<file path="src/rtl/wino_sched_pkg.sv">
// Shared constants and types for the Winograd B^T d B tile scheduler.
// Tile geometry, default element width and the tile-index width helper.
package wino_sched_pkg;

    localparam int TILE_ELEMS     = 9;
    localparam int DEF_DATA_WIDTH = 18;

    typedef logic [TILE_ELEMS-1:0][DEF_DATA_WIDTH-1:0] tile_t;

    function automatic int idx_width(input int n);
        return (n > 1) ? $clog2(n) : 1;
    endfunction

endpackage

</file>
<file path="src/rtl/wino_btdb_core.sv">
// Combinational 3x3 Winograd input transform: row stage, then column stage.
// WINO_BTDB_SAT_EN widens the datapath by two bits and clamps each result.
module wino_btdb_core
    import wino_sched_pkg::*;
#(
    parameter int DATA_WIDTH = DEF_DATA_WIDTH
) (
    input  logic [TILE_ELEMS*DATA_WIDTH-1:0] tile_in,
    output logic [TILE_ELEMS*DATA_WIDTH-1:0] tile_out
`ifdef WINO_BTDB_SAT_EN
    ,
    output logic                             sat_hit
`endif
);

`ifdef WINO_BTDB_SAT_EN
    localparam int CW = DATA_WIDTH + 2;
`else
    localparam int CW = DATA_WIDTH;
`endif

    logic signed [CW-1:0] d [TILE_ELEMS];
    logic signed [CW-1:0] r [TILE_ELEMS];
    logic signed [CW-1:0] o [TILE_ELEMS];

    always_comb begin
        for (int i = 0; i < TILE_ELEMS; i++) begin
            d[i] = CW'($signed(tile_in[i*DATA_WIDTH +: DATA_WIDTH]));
        end
        for (int k = 0; k < 3; k++) begin
            r[k]   = d[k] + d[k+3];
            r[k+3] = d[k+3] - d[k];
            r[k+6] = d[k+6] - d[k];
        end
        // each row triple (a,b,c) becomes (a+b, b-a, c-a)
        for (int k = 0; k < 3; k++) begin
            o[3*k]   = r[3*k] + r[3*k+1];
            o[3*k+1] = r[3*k+1] - r[3*k];
            o[3*k+2] = r[3*k+2] - r[3*k];
        end
    end

`ifdef WINO_BTDB_SAT_EN
    localparam logic signed [CW-1:0] MAXV = {3'b000, {(DATA_WIDTH-1){1'b1}}};
    localparam logic signed [CW-1:0] MINV = {3'b111, {(DATA_WIDTH-1){1'b0}}};

    always_comb begin
        sat_hit  = 1'b0;
        tile_out = '0;
        for (int i = 0; i < TILE_ELEMS; i++) begin
            if (o[i] > MAXV) begin
                tile_out[i*DATA_WIDTH +: DATA_WIDTH] = MAXV[DATA_WIDTH-1:0];
                sat_hit = 1'b1;
            end else if (o[i] < MINV) begin
                tile_out[i*DATA_WIDTH +: DATA_WIDTH] = MINV[DATA_WIDTH-1:0];
                sat_hit = 1'b1;
            end else begin
                tile_out[i*DATA_WIDTH +: DATA_WIDTH] = o[i][DATA_WIDTH-1:0];
            end
        end
    end
`else
    always_comb begin
        tile_out = '0;
        for (int i = 0; i < TILE_ELEMS; i++) begin
            tile_out[i*DATA_WIDTH +: DATA_WIDTH] = o[i];
        end
    end
`endif

endmodule

</file>
<file path="src/rtl/wino_btdb_tile_sched.sv">
// Gathers 3x3 tiles into ping-pong banks and emits their transform with a frame index.
// Define WINO_BTDB_SAT_EN for saturating arithmetic and the sat_hit output.
module wino_btdb_tile_sched
    import wino_sched_pkg::*;
#(
    parameter int DATA_WIDTH = DEF_DATA_WIDTH,
    parameter int NUM_TILES  = 16
) (
    input  logic                               clk,
    input  logic                               rst_n,
    input  logic                               in_valid,
    output logic                               in_ready,
    input  logic [DATA_WIDTH-1:0]              in_data,
    output logic                               out_valid,
    input  logic                               out_ready,
    output logic [TILE_ELEMS*DATA_WIDTH-1:0]   out_data,
    output logic [idx_width(NUM_TILES)-1:0]    out_tile_idx,
    output logic                               out_last,
    output logic                               frame_done
`ifdef WINO_BTDB_SAT_EN
    ,
    output logic                               sat_hit
`endif
);

    localparam int TW = TILE_ELEMS * DATA_WIDTH;
    localparam int IW = idx_width(NUM_TILES);
    localparam logic [IW-1:0] LAST_IDX = IW'(NUM_TILES - 1);

    logic [3:0]         cnt_q, cnt_d;
    logic               wr_ptr_q, wr_ptr_d;
    logic               rd_ptr_q, rd_ptr_d;
    logic [1:0]         full_q, full_d;
    logic [1:0][TW-1:0] bank_q, bank_d;
    logic               out_valid_q, out_valid_d;
    logic [TW-1:0]      out_data_q, out_data_d;
    logic [IW-1:0]      tile_idx_q, tile_idx_d;
    logic               out_last_q, out_last_d;
    logic [TW-1:0]      core_out;
    logic               accept, last_elem, out_hs, load;

`ifdef WINO_BTDB_SAT_EN
    logic core_sat;
    logic sat_hit_q, sat_hit_d;
`endif

    wino_btdb_core #(
        .DATA_WIDTH(DATA_WIDTH)
    ) u_core (
        .tile_in (bank_q[rd_ptr_q]),
        .tile_out(core_out)
`ifdef WINO_BTDB_SAT_EN
        ,
        .sat_hit (core_sat)
`endif
    );

    assign in_ready = ~full_q[wr_ptr_q];

    always_comb begin
        accept    = in_valid & ~full_q[wr_ptr_q];
        last_elem = (cnt_q == 4'd8);
        out_hs    = out_valid_q & out_ready;
        load      = full_q[rd_ptr_q] & (~out_valid_q | out_ready);

        cnt_d    = cnt_q;
        wr_ptr_d = wr_ptr_q;
        bank_d   = bank_q;
        if (accept) begin
            bank_d[wr_ptr_q][cnt_q*DATA_WIDTH +: DATA_WIDTH] = in_data;
            cnt_d    = last_elem ? 4'd0 : cnt_q + 4'd1;
            wr_ptr_d = wr_ptr_q ^ last_elem;
        end

        rd_ptr_d = rd_ptr_q ^ load;

        // clear before set so a same-cycle drain and refill keeps the new tile
        full_d = full_q;
        if (load) begin
            full_d[rd_ptr_q] = 1'b0;
        end
        if (accept && last_elem) begin
            full_d[wr_ptr_q] = 1'b1;
        end

        out_valid_d = load | (out_valid_q & ~out_ready);
        out_data_d  = load ? core_out : out_data_q;

        tile_idx_d = tile_idx_q;
        if (out_hs) begin
            tile_idx_d = (tile_idx_q == LAST_IDX) ? '0 : tile_idx_q + 1'b1;
        end
        out_last_d = out_valid_d & (tile_idx_d == LAST_IDX);
    end

    always_ff @(posedge clk or negedge rst_n) begin
        if (!rst_n) begin
            cnt_q       <= '0;
            wr_ptr_q    <= 1'b0;
            rd_ptr_q    <= 1'b0;
            full_q      <= '0;
            bank_q      <= '0;
            out_valid_q <= 1'b0;
            out_data_q  <= '0;
            tile_idx_q  <= '0;
            out_last_q  <= 1'b0;
        end else begin
            cnt_q       <= cnt_d;
            wr_ptr_q    <= wr_ptr_d;
            rd_ptr_q    <= rd_ptr_d;
            full_q      <= full_d;
            bank_q      <= bank_d;
            out_valid_q <= out_valid_d;
            out_data_q  <= out_data_d;
            tile_idx_q  <= tile_idx_d;
            out_last_q  <= out_last_d;
        end
    end

`ifdef WINO_BTDB_SAT_EN
    assign sat_hit_d = load & core_sat;

    always_ff @(posedge clk or negedge rst_n) begin
        if (!rst_n) begin
            sat_hit_q <= 1'b0;
        end else begin
            sat_hit_q <= sat_hit_d;
        end
    end

    assign sat_hit = sat_hit_q;
`endif

    assign out_valid    = out_valid_q;
    assign out_data     = out_data_q;
    assign out_tile_idx = tile_idx_q;
    assign out_last     = out_last_q;
    assign frame_done   = out_hs & out_last_q;

endmodule
</file>
<file path="config.mk">
export PLATFORM = sky130hd
export DESIGN_NAME = wino_btdb_tile_sched
export DESIGN_NICKNAME = d
export VERILOG_FILES = /design/src/rtl/wino_sched_pkg.sv /design/src/rtl/wino_btdb_core.sv /design/src/rtl/wino_btdb_tile_sched.sv
export SDC_FILE = /design/constraint.sdc
export NUM_CORES = 2
export LEC_CHECK = 0
export BUFFER_PORTS_ARGS = -buffer_cell sky130_fd_sc_hd__buf_4
export CORE_UTILIZATION = 39
export DETAILED_ROUTE_END_ITERATION = 16
export GPL_TIMING_DRIVEN = 0
export PLACE_DENSITY_LB_ADDON = 0.25
export SYNTH_ARGS = -nofsm -noshare
export SYNTH_HDL_FRONTEND = slang
export SYNTH_SLANG_ARGS = --single-unit
</file>
<file path="constraint.sdc">
create_clock -name clk -period 7 [get_ports clk]
set_input_delay 1.4 -clock clk [delete_from_list [all_inputs] [get_ports clk]]
set_output_delay 1.4 -clock clk [all_outputs]
set_load 0.01 [all_outputs]
</file>
After elaboration in Yosys (flattened, before gate mapping). Index checks and enable logic that the tools add are counted. Widths: inputs -> output; s select.

Bits in registers: 500. Bits in latches: 0. Bits in writable memories: 0. ROM bits: 0. Input bits: 22. Output and inout port bits: 170. Logic and storage cells: 78. Memories kept: 0.

Add/sub/neg operators: 21. Multiply operators: 1. Div/mod/pow operators: 0. $lt $le $gt $ge: 4. Equality and inequality tests: 3. Shift-type cells: 2. Mux-type cells: 18. Bitwise gates (word level): 16. Reduce and logical (&&, ||, !) cells: 3.

Operators with widths (count): $mux 162 (3); $bwmux 324 (1); $sub 18x18->18 (12); $demux 162 s1 (1); $shift 18x34->162 const A (1); $shiftx 18x34->162 (1); $add 18x18->18 (6); $neg 9->34 (1); $eq 4x4->1 const B (3); $mux 4 (3); $add 4x1->4 const B (2); $mul 4x4->8 const B (1); $and 1x1->1 (6); $mux 1 (6); $lt 1x2->1 const B (2); $mux 2 (2); $logic_and 1x1->1 (3); $not 1->1 (3); $and 2x2->2 (1); $demux 1 s1 (2); $ge 1x1->1 const B (2); $not 2->2 (1); $or 1x1->1 (2); $or 2x2->2 (1); $xor 1x1->1 (2).

Logic depth before layout (Yosys ltp).
Word-level depth: 9. Gate-level depth with buffers: 29. Gate-level depth less buffers: 24.

By module. A second synthesis with hierarchy kept.

Cells, all modules: 3826. Area total of the unflattened synthesis: 37940.1 um^2.

By module, submodules not included: wino_btdb_tile_sched (times used 1, cells each 1997, area an instance 24835.1 um^2, seq. area each 12512.0 um^2); wino_btdb_core (times used 1, cells each 1829, area an instance 13105.1 um^2, seq. area each 0.0 um^2).

Worst setup path after synthesis. No wires, ideal clock.

Path type: register to register. From: register rd_ptr_q. To: register out_data_q[107] (netlist: out_data[107]). Arrival: 5998 ps. Data required time: 6867 ps. Path slack: 869 ps. Stages on the path, launching flop included: 29. Buffers on the path: 4. Path through: dfrtp_1 -> clkbuf_1 -> clkbuf_1 -> clkbuf_1 -> buf_1 -> mux2i_1 -> ha_1 -> inv_1 -> fa_1 -> a21o_1 -> a21oi_1 -> o21bai_1 -> a21oi_1 -> o21bai_1 -> a21oi_1 -> o211ai_1 -> xnor2_1 -> fa_1 -> inv_1 -> ha_1 -> nand2_1 -> a21o_1 -> nand2_1 -> o31ai_1 -> o31ai_1 -> nand4_1 -> a41oi_1 -> xnor2_1 -> o21ai_0.

Word-level cells in the longest chain between the ends: 4. Elaborated cells on any way between the ends: 8. Classes of those cells: 3 x add/sub; 4 x mux; 1 x bitwise.

RTL lines: from (decl) (line wino_btdb_tile_sched.sv:32) `logic rd_ptr_q, rd_ptr_d;`; from (signal assigned) (line wino_btdb_tile_sched.sv:110) `rd_ptr_q <= rd_ptr_d;`; $mux 162 (not written as such) (2 in a row) (line wino_btdb_tile_sched.sv:50) `.tile_in (bank_q[rd_ptr_q]),`; $sub 18x18->18 (line wino_btdb_core.sv:32) `r[k+3] = d[k+3] - d[k];`; $sub 18x18->18 (line wino_btdb_core.sv:39) `o[3*k+2] = r[3*k+2] - r[3*k];`; to (signal assigned) (line wino_btdb_tile_sched.sv:114) `out_data_q <= out_data_d;`; to (decl) (line wino_btdb_tile_sched.sv:36) `logic [TW-1:0] out_data_q, out_data_d;`.

Several ways; a longest one is shown, not always the timed one. The select of a mux whose other input is x is not followed. A chain may end at the register's enable or synchronous reset.

Final worst setup path.
From: register rd_ptr_q. To: register out_data_q[51] (netlist: out_data[51]).

Word-level cells in the longest chain between the ends: 4. Elaborated cells on any way between the ends: 8. Classes of those cells: 3 x add/sub; 4 x mux; 1 x bitwise.

RTL lines: $mux 162 (not written as such) (2 in a row) (line wino_btdb_tile_sched.sv:50); $add 18x18->18 (line wino_btdb_core.sv:31) `r[k] = d[k] + d[k+3];`; $sub 18x18->18 (line wino_btdb_core.sv:39).

Several ways; a longest one is shown, not always the timed one. The select of a mux whose other input is x is not followed.

==> flow_summary.ini <==
[clock_tree]
cts_tree = built
h-tree-depth = 2
cts_root_buf = clkbuf_16
clk_path_buf_depth = 3
cts_sinks = 497
insertion_delay_ns = 0.67
cts_hold_buf = 0
path_clk_slew_ns = 0.06
cts_buffers = 58

[global_routing]
grt_overflow_total = 0
grt.met2_usage_pct = 43.9
grt_pass1_vias = 29700
grt.busiest_layer = met2
antenna_found_initial = 1
grt.met1_usage_pct = 38.3
met3_usage_pct = 4.65
grt_max_degree = 113
grt.total_usage_pct = 28.3
grt_pass1_wl_mm = 196

[floorplanning]
coreArea_mm2 = 0.0919
start_util_pct = 39.5
die_x_um = 307
die_h_um = 307
rows = 111
die_area_mm2 = 0.0943
num_io_pins = 192

[sta]
final_max_slew_viol_count = 1
fin_hold_ws_ns = 0.476
rsz0062_at_grt = no
layout_min_cycle_time_ns = 6.62
skew_ns = 0.0566
worstMarginPinSlew_ns = 1.50
min_period_over_period_pct = 94.6
max_freq_mhz = 151
hold_viol = 0
slew_headroom_pct = -0.935
finalSetupViolCount = 0

[setup_path]
r2r_cells = 21
setup.worst_path.end_class = flop
worst_setup_path_start_kind = flop
slowest_delay_ns = 0.90
crit_required_ns = 7.49
reg2reg_setup_slack_ns = 0.38
crit_slowest_cell = mux2i_1
critPathMaxFanout = 10
timing.rr.start = rd_ptr_q
arrival_ns = 7.11
crit_type = reg2reg
path_cells = clkbuf_2 -> clkdlybuf4s15_2 -> mux2i_1 -> ha_1 -> inv_1 -> o21ai_0 -> nor2b_1 -> o41ai_1 -> a21oi_1 -> o21bai_1 -> a21oi_1 -> xnor2_1 -> inv_1 -> fa_1 -> ha_1 -> or3_1 -> nor3_1 -> o211ai_1 -> and3_1 -> xnor2_1 -> o21ai_0
r2r_end = out_data[51]

[route]
drc = 0
firstDrtPassIters = 6
vias = 30700
vias_per_cell = 5.59
ant_nets = 0
wire_per_inst_um = 24.5
first_iter_violations = 2554
wirelength_mm = 135

[yosys]
post-synth-top-count-cell = dfrtp_1
synth_edf_count = 0
yosysWarnings = 0
synth_cells = 3933
async_flop_share_pct = 100
synth_common_cells = dfrtp_1 (497), nand2_1 (463), mux2_2 (379)
synth_cell_type_count = 81
synth-seq-area-share_pct = 34.3
yosys_most_used_dff = dfrtp_1
synth_top_area_cell = dfrtp_1
ys_ff_latch = 497
synth.area.top_cells = dfrtp_1 (34%), mux2_2 (12%), ha_1 (9.1%)
synth.avg_cell_area_um2 = 9.23
netlist_area_mm2 = 0.0363
yosysTopAreaCellShare_pct = 34.3
synth_fp_nets = 4281

[layout]
syn_to_final_growth_pct = 14.8
drive_gt1_share_pct = 18.0
final_nets = 4544

[worst_hold_path]
hold_end = out_data[64]
min_from = out_data[64]
hold_depth = 2
hold_path_class = reg2reg

[status]
failed_checks = capacitance limit, slew limit
status = complete, but fails checks

[flow_run]
max_cap_violations = 1

[placement]
place_hpwl_mm = 110
place_congestion = 1.02
port_buffers = 191
==> worst max-delay path: cells and delay by family, from the launching register on <==
| kind | cells | cell delay [ns] |
|---|---|---|
| AO/OA/AOI/OAI | 7 | 1.17 |
| buffers and inverters | 4 | 1.15 |
| adder cells (fa/ha/maj) | 3 | 1.07 |
| AND/OR/NAND/NOR | 4 | 1.07 |
| multiplexers | 1 | 0.90 |
| flip-flops | 1 | 0.54 |
| XOR/XNOR | 2 | 0.53 |
==> area by class of cell <==
type / instances / area, um2
Antenna cell: 1 / 2.50
Clock buffer: 85 / 1670
Tap cell: 1243 / 1560
Timing Repair Buffer: 205 / 1650
Sequential cell: 497 / 12400
Buffer: 164 / 713
Fill cell: 9209 / 50300
Inverter: 270 / 1010
Multi-Input combinational cell: 3000 / 22300
Clock inverter: 21 / 313
==> layer usage <==
layer  wire, um  share of wire, %
met4       7450               5.5
met1      59300                44
met2      59200                44
met3       8590               6.4
met5          0                 0
==> layout by cell type, fill, tap and decap left out, types with 20 or more instances in the layout <==
cell type / synthesis / routed
dfrtp_1: 497 / 496
nand2_1: 463 / 463
mux2_2: 379 / 379
o21ai_0: 304 / 304
nor2_1: 287 / 287
inv_1: 270 / 270
ha_1: 263 / 263
buf_4: 3 / 205
a21oi_1: 195 / 193
xnor2_1: 161 / 158
clkbuf_1: 127 / 138
mux2i_1: 91 / 82
nor3_1: 72 / 72
xor2_1: 70 / 70
fa_1: 63 / 63
nand3_1: 58 / 58
clkbuf_16: 0 / 58
o21bai_1: 51 / 51
a21o_1: 44 / 44
o22ai_1: 36 / 36
o31ai_1: 36 / 35
nor2b_1: 33 / 33
and3_1: 33 / 33
or3_1: 33 / 33
a31oi_1: 32 / 32
nand2b_1: 31 / 31
and2_1: 28 / 28
o21a_1: 20 / 20
a211oi_1: 20 / 20
==> how the worst max path moves through the flow <==
stage                     to      from
5_1_grt         out_data[51]  rd_ptr_q
3_3_place_gp   out_data[106]  rd_ptr_q
2_1_floorplan  out_data[107]  rd_ptr_q
4_1_cts         out_data[51]  rd_ptr_q
3_5_place_dp   out_data[106]  rd_ptr_q
6_report        out_data[51]  rd_ptr_q
==> through the flow <==
stage	setup WS (ns)	TNS [ns]	area (um2)	instances	utilization [%]
after floorplan	0.869	0	36300	3933	-
final	0.377	0	41700	5486	45.3
after CTS	0.00212	0	41600	5477	45.2
after global routing	0.142	0	41700	5485	45.3
after detailed placement	-2.89	-161.65	39400	5372	42.9
after global placement	-2.82	-603.32	39300	5367	42.7
==> timing repair <==
item,CTS,global route
pin swaps,0,1
setup endpoints to repair,127,24
setup buffers,0,9
gates resized for setup,52,14
==> state kept, by name (all words and copies together) (netlist names) <==
name and flops:
out_tile_idx 4, rd_ptr_q 1, wr_ptr_q 1, full_q 2, out_last 1, out_data 159, cnt_q 4, bank_q 324
out_valid 1
==> cell families after synthesis <==
logic type	Yosys count	share of synthesized area (%)
and+or+nand+nor	1099	13.5
AOI/OAI and AO/OA	861	14.5
DFF	497	34.3
muxes	482	14.9
buffers and inverters	436	4.61
adders and majority gates	326	12.5
xor gates and xnor gates	232	5.65
Power is left out: the tool's default activity adds up to more than one toggle a clock period on the data nets, which glitch-free logic cannot reach.
